==> config.mk <==
export PLATFORM = sky130hd
export DESIGN_NAME = inst_fetch
export DESIGN_NICKNAME = d
export VERILOG_FILES = /design/src/rtl/fetch_pkg.sv /design/src/rtl/inst_fetch.sv
export SDC_FILE = /design/constraint.sdc
export NUM_CORES = 1
export LEC_CHECK = 0
export ABC_AREA = 1
export CAP_MARGIN = 5
export CORE_ASPECT_RATIO = 0.8
export CORE_MARGIN = 2
export CORE_UTILIZATION = 40
export CTS_CLUSTER_DIAMETER = 200
export CTS_CLUSTER_SIZE = 30
export DETAILED_ROUTE_END_ITERATION = 10
export GPL_TIMING_DRIVEN = 0
export PLACE_DENSITY = 0.78
export SLEW_MARGIN = 20
export SYNTH_ARGS = -nofsm -noshare
export SYNTH_HDL_FRONTEND = slang
export SYNTH_SLANG_ARGS = --single-unit
==> constraint.sdc <==
create_clock -name clk -period 3.5 [get_ports clk]
set_input_delay 1.05 -clock clk [delete_from_list [all_inputs] [get_ports clk]]
set_output_delay 1.05 -clock clk [all_outputs]
set_load 0.02 [all_outputs]
==> src/rtl/fetch_pkg.sv <==
//------------------------------------------------------------------------------
// Module  : fetch_pkg
// Purpose : Shared fetch/decode constants: FSM states, halt opcode and the
//           instruction-word field layout.
// Rev     : 1.0
//------------------------------------------------------------------------------
`default_nettype none

package fetch_pkg;

    localparam int ADDR_W_DEF = 5;
    localparam int DATA_W_DEF = 20;

    localparam logic [1:0] HALT_OP_DEF = 2'b11;

    // Instruction word layout, shared with the decode stage
    localparam int OP_W    = 2;
    localparam int FIELD_W = 6;
    localparam int OP_MSB  = 19;
    localparam int OP_LSB  = 18;
    localparam int A_MSB   = 17;
    localparam int A_LSB   = 12;
    localparam int B_MSB   = 11;
    localparam int B_LSB   = 6;
    localparam int C_MSB   = 5;
    localparam int C_LSB   = 0;

    typedef enum logic [2:0] {
        ST_IDLE   = 3'd0,
        ST_REQ    = 3'd1,
        ST_WAIT   = 3'd2,
        ST_HOLD   = 3'd3,
        ST_HALTED = 3'd4
    } fetch_state_e;

    function automatic logic [OP_W-1:0] word_opcode(input logic [DATA_W_DEF-1:0] word);
        return word[OP_MSB:OP_LSB];
    endfunction

endpackage

`default_nettype wire

==> src/rtl/inst_fetch.sv <==
//------------------------------------------------------------------------------
// Module  : inst_fetch
// Purpose : Program counter and single-word read initiator for the 32x20-bit
//           instruction memory; presents split instructions over valid/ready.
// Rev     : 1.0
//------------------------------------------------------------------------------
`default_nettype none

module inst_fetch
    import fetch_pkg::*;
#(
    parameter int               ADDR_W   = ADDR_W_DEF,
    parameter int               DATA_W   = DATA_W_DEF,
    parameter logic [ADDR_W-1:0] START_PC = '0,
    parameter logic [OP_W-1:0]  HALT_OP  = HALT_OP_DEF
) (
    input  logic               clk,
    input  logic               rst,
    input  logic               start,
    input  logic               redirect,
    input  logic [ADDR_W-1:0]  redirect_addr,
    output logic               mem_enable,
    output logic               mem_read_writenot,
    output logic [ADDR_W-1:0]  mem_read_address,
    input  logic [DATA_W-1:0]  mem_out_data,
    output logic               inst_valid,
    input  logic               inst_ready,
    output logic [OP_W-1:0]    inst_opcode,
    output logic [FIELD_W-1:0] inst_field_a,
    output logic [FIELD_W-1:0] inst_field_b,
    output logic [FIELD_W-1:0] inst_field_c,
    output logic [ADDR_W-1:0]  inst_pc,
    output logic               busy,
    output logic               halted
);

    fetch_state_e      state_q, state_d;
    logic [ADDR_W-1:0] pc_q, pc_d;
    logic [DATA_W-1:0] word_q, word_d;
    logic [ADDR_W-1:0] inst_pc_q, inst_pc_d;

    always_ff @(posedge clk or negedge rst) begin
        if (!rst) begin
            state_q   <= ST_IDLE;
            pc_q      <= START_PC;
            word_q    <= '0;
            inst_pc_q <= '0;
        end else begin
            state_q   <= state_d;
            pc_q      <= pc_d;
            word_q    <= word_d;
            inst_pc_q <= inst_pc_d;
        end
    end

    always_comb begin
        state_d   = state_q;
        pc_d      = pc_q;
        word_d    = word_q;
        inst_pc_d = inst_pc_q;

        case (state_q)
            ST_IDLE, ST_HALTED: begin
                // redirect is meaningless while not fetching; start alone matters
                if (start) begin
                    pc_d    = START_PC;
                    state_d = ST_REQ;
                end
            end
            ST_REQ: begin
                if (redirect) begin
                    pc_d    = redirect_addr;
                    state_d = ST_REQ;
                end else begin
                    state_d = ST_WAIT;
                end
            end
            ST_WAIT: begin
                // A redirect discards the returning word before it is captured
                if (redirect) begin
                    pc_d    = redirect_addr;
                    state_d = ST_REQ;
                end else begin
                    word_d    = mem_out_data;
                    inst_pc_d = pc_q;
                    if (mem_out_data[OP_MSB:OP_LSB] == HALT_OP) begin
                        state_d = ST_HALTED;
                    end else begin
                        state_d = ST_HOLD;
                    end
                end
            end
            ST_HOLD: begin
                if (redirect) begin
                    pc_d    = redirect_addr;
                    state_d = ST_REQ;
                end else if (inst_ready) begin
                    pc_d    = pc_q + 1'b1;
                    state_d = ST_REQ;
                end
            end
            default: begin
                state_d = ST_IDLE;
            end
        endcase
    end

    assign mem_enable        = (state_q == ST_REQ);
    assign mem_read_writenot = 1'b1;
    assign mem_read_address  = pc_q;

    assign inst_valid   = (state_q == ST_HOLD);
    assign inst_opcode  = word_q[OP_MSB:OP_LSB];
    assign inst_field_a = word_q[A_MSB:A_LSB];
    assign inst_field_b = word_q[B_MSB:B_LSB];
    assign inst_field_c = word_q[C_MSB:C_LSB];
    assign inst_pc      = inst_pc_q;

    assign busy   = (state_q == ST_REQ) || (state_q == ST_WAIT) || (state_q == ST_HOLD);
    assign halted = (state_q == ST_HALTED);

endmodule

`default_nettype wire

---- Yosys cells after proc, flatten, opt, wreduce, memory -nomap -nowiden ----
Cells that the tools add are included.
cells by class
  $add $sub $neg .......................... 1
  equal/unequal tests ..................... 8
  mux-type cells .......................... 12
  bitwise gates (word level) .............. 1
  reductions and logical operators ........ 9
operators with widths
  cell                                            count
  2-to-1 mux 5 bit                                4
  2-to-1 mux 3 bit                                5
  one-hot mux 5 bit (3 select lines)              1
  one-hot mux 3 bit (4 select lines)              1
  == test 3 x 2 -> 1 bit (second input constant)  2
  adder 5 x 1 -> 5 bit (second input constant)    1
  AND reduction 2 bit                             2
  AND reduction 4 bit                             1
  OR reduction 2 bit                              2
  == test 3 x 1 -> 1 bit (second input constant)  1
  == test 3 bit (second input constant)           1
  logical NOT 3 bit                               1
  != test 3 x 2 -> 1 bit (second input constant)  1
  nonzero test 3 bit                              1
  == test 2 bit (second input constant)           1
  logical OR 1 bit                                2
  2-to-1 mux 2 bit                                1
  != test 2 x 1 -> 1 bit (second input constant)  1
  != test 2 bit (second input constant)           1
  inverter 1 bit                                  1
storage, ports and cells
  flip-flop bits (word level) ............. 33
  input bits .............................. 30
  output and inout bits ................... 35

---- Depth between registers and ports, before layout ----
  word-level depth ........................ 4
  mapped depth ............................ 8
  gate-level depth less buffers ........... 8

---- Worst setup path after synthesis ----
OpenSTA, ideal clock, no wires.
  kind .................................... register to output
  from .................................... reg state_q[2]
  to ...................................... out mem_enable
  data arrival time ....................... 1.036 ns
  slack ................................... 1.414 ns
  stages on the path, launching flop included .. 2
  path buffers ............................ 0
  cell sequence ........................... dfrtp_1 nor3_1
on the way
  longest elaborated chain between the ends .. 1
RTL lines
  what                    RTL line           RTL
  start, declared         inst_fetch.sv:37   fetch_state_e state_q, state_d;
  start signal, assigned  inst_fetch.sv:49   state_q <= state_d;
  == test 3 x 1 -> 1 bit  inst_fetch.sv:108  assign mem_enable = (state_q == ST_REQ);
  end, declared           inst_fetch.sv:22   output logic mem_enable,
No other way between the ends.

---- Worst setup path in the final report ----
  from .................................... reg state_q[0]
  to ...................................... out halted
on the way
  longest elaborated chain between the ends .. 1
RTL lines
  what           RTL line           RTL
  == test 3 bit  inst_fetch.sv:120  assign halted = (state_q == ST_HALTED);
  end, declared  inst_fetch.sv:34   output logic halted
No other way between the ends.

==> impl_results.md <==
- Worst-skew pair later-pin latency: 0.28 ns
- Number of max-cap violations: 0
- Skew final: 0.00442 ns
- Setup Fix Bufs, Post-CTS: 0
- Nets: 306
- Port Buffer Count: 63
- Worst Path Max Fanout: 5
- Post-synth top area cell: dfrtp_1
- Simple-gate share of the synthesized area: 36.1%
- Max Fclk: 0.364 GHz
- Final HPWL DP: 2760 um
- Gpl congestion: 0.779
- Vias in the first global route: 1403
- Crit-path cells: nor2_1, inv_1, nor2_1, clkdlybuf4s50_1
- Share of post-route cells with drive strength above 1: 9.45%
- Htree depth: 2
- Post-CTS sizing: 0
- Compound-Gate Fraction of Synth Area: 4.05%
- Post-Syn Area: 0.00161 mm^2
- Via count: 1515
- Sequential element share of the synthesized area: 51.4%
- DIE AREA: 0.00455 mm^2
- Syn_area_per_cell: 7.88 um^2
- Routed wire per std cell: 11.2 um
- Max-slew violations: 0
- Largest net degree at the start of global routing: 33
- Total GRT Usage: 17.7%
- XOR/XNOR Fraction of Synth Area: 0.545%
- WP data required: 2.45 ns
- CP peak stage delay: 0.60 ns
- Post-Layout Cell Count: 330
- Inst Count DP: 323
- Syn Nets: 235
- Die width: 74.9 um
- Outcome: finished clean
- Critical path launch point type: flop
- Setup_tns: 0 ns
- First-pass GRT wire length: 6180 um
- Combinational family with the most area after synthesis: simple AND/OR/NAND/NOR gates
- Count of final setup violators: 0
- Final wirelength: 3690 um
- Final Hold Viols: 0
- Hold WC Path Type: flop to flop
- # rows: 20
- Final total power: 0.00204 W
- Top cell type's share of synthesized area: 51.4%
- Initial antenna violation count: 0
- Crit path arrival time: 1.70 ns
- Residual DRC: 0
- Cell variety after synth: 24
- Clk slew on worst S/H paths: 0.06 ns
- Mux cell area share after synthesis: 0%
- Clk root buf: clkbuf_8
- TritonCTS buffer count: 5
- RSZ-0062 raised after global routing: false
- Detailed Routing Iterations Pass 1: 4
- Yosys warns: 0
- Chip Height: 60.7 um
- Cells after Synth: 204
- Vias per Instance: 4.59
- Critical Path Most Common Cell: nor2_1
- Worst hold stages: 2
- Cell Pwr Density: 846 mW/mm^2
- Slowest-stage cell, CP: clkdlybuf4s50_1
- Synth Register Bits: 33
- CTS max path bufs: 2
- CORE AREA: 0.00383 mm^2
- CTS tree: built
- Starting DRT DRC Count: 85
- Antenna Nets Post-Route: 0
- Area Growth Syn to Fin: 49.8%
- Hold Buf Count CTS: 0
- Crit Path Class: flop to output pin
- Area contributors post-synth: dfrtp_1 51%, nand2_1 25%, nand3_1 3.1%, o21ai_0 2.8%, nor2_1 2.3%
- Ant diodes: 0
- GRT overflow: 0
- I/O pins: 65
- Initial core utilization: 42.0%
- Adder-cell share of the synthesized area: 0.778%
- Clock sinks: 33
- Critical path endpoint category: output pin
- Lkg Pwr: 1.18 nW
- Minimum clock period: 2.75 ns
- R2r worst-path depth: 6
- Max VDD drop: 0.000453 V
- Final period util: 78.5%
==> flip-flops by register name, summed over array words and instances, names as in the netlist <==
| name | flops |
|---|---|
| word_q | 20 |
| mem_read_address | 5 |
| inst_pc | 5 |
| state_q | 3 |
==> routing by layer <==
layer / routed length [um] / global-route usage, % / part of all wire (%) / up-vias
li1: - / - / - / 780
met1: 1840 / 25.3 / 50 / 684
met2: 1580 / 26.6 / 43 / 48
met3: 250 / 5.15 / 6.8 / 3
met4: 21 / 4.85 / 0.57 / 0
met5: 0 / 0 / 0 / -
==> synth_stat cells <==
cell / instances
nand2_1: 105
xnor2_1: 1
clkbuf_1: 1
a21oi_1: 1
o211ai_1: 1
o21ai_0: 9
inv_2: 3
ha_1: 1
nor2_2: 1
o31ai_1: 1
nor2_1: 10
nor3_1: 1
nand2_2: 2
nor2_4: 2
nand3_4: 1
buf_4: 4
nand3_2: 1
nand4_1: 4
inv_1: 7
nand3_1: 10
dfrtp_1: 33
buf_6: 3
inv_4: 1
conb_1: 1
==> layout make-up <==
class	count	area [um^2]
fill	351	1420
tap	55	68.8
clock buffer	7	86.3
buffer	8	67.6
inverter	11	43.8
multi-input combinational	152	671
sequential	33	826
timing repair buffer	64	646
==> final timing paths <==
check | from | to | slack [ns]
min reg2reg | word_q[11] | word_q[11] | 0.48
max in group asynchronous | rst | inst_pc[1] | 2.59
max | state_q[0] | halted | 0.75
min | word_q[11] | word_q[11] | 0.48
min in group asynchronous | rst | mem_read_address[2] | 0.56
max reg2reg | state_q[0] | mem_read_address[3] | 2.16
==> cells by family (layout without fill, tap and decap cells) <==
kind of cell	Yosys count	count (layout)
flip-flops	33	33
buffers and inverters	19	90
adder cells (fa/ha/maj)	1	1
AO/OA/AOI/OAI	12	12
XOR/XNOR	1	1
other	1	1
AND/OR/NAND/NOR	137	137
==> critical path: cells and delay by family (launching register included) <==
family | cells | cell delay [ns]
buffers and inverters | 2 | 0.69
DFF | 1 | 0.42
and+or+nand+nor | 2 | 0.32
==> where the power goes <==
part	switching [W]	internal [W]	leakage [nW]	total, W
clock network	0.000126	0.000156	0.0443	0.000282
logic	0.000600	0.000492	0.719	0.00109
registers	0.000115	0.000549	0.421	0.000664
total	0.000841	0.00120	1.18	0.00204
==> per-stage QoR <==
step	worst slack (ns)	area, um^2	utilization, %	hold slack (ns)
2_1_floorplan	1.41	1610	-	0.585
3_3_place_gp	0.725	2310	60.3	0.461
3_5_place_dp	0.994	2320	60.7	0.465
4_1_cts	0.740	2410	62.9	0.482
5_1_grt	0.635	2410	62.9	0.502
6_report	0.753	2410	62.9	0.476
==> placed cells by master (no fill, tap or decap), types with 2 or more instances in the layout <==
cell type        count
nand4_1              4
nand2_1            105
nand3_1             10
clkdlybuf4s50_1     62
buf_6                3
clkbuf_1             2
dfrtp_1             33
nor2_4               2
nand2_2              2
inv_2                3
nor2_1              10
inv_1                7
o21ai_0              9
clkbuf_8             6
buf_4                4
Note: power is estimated with default switching activity, not from simulation.
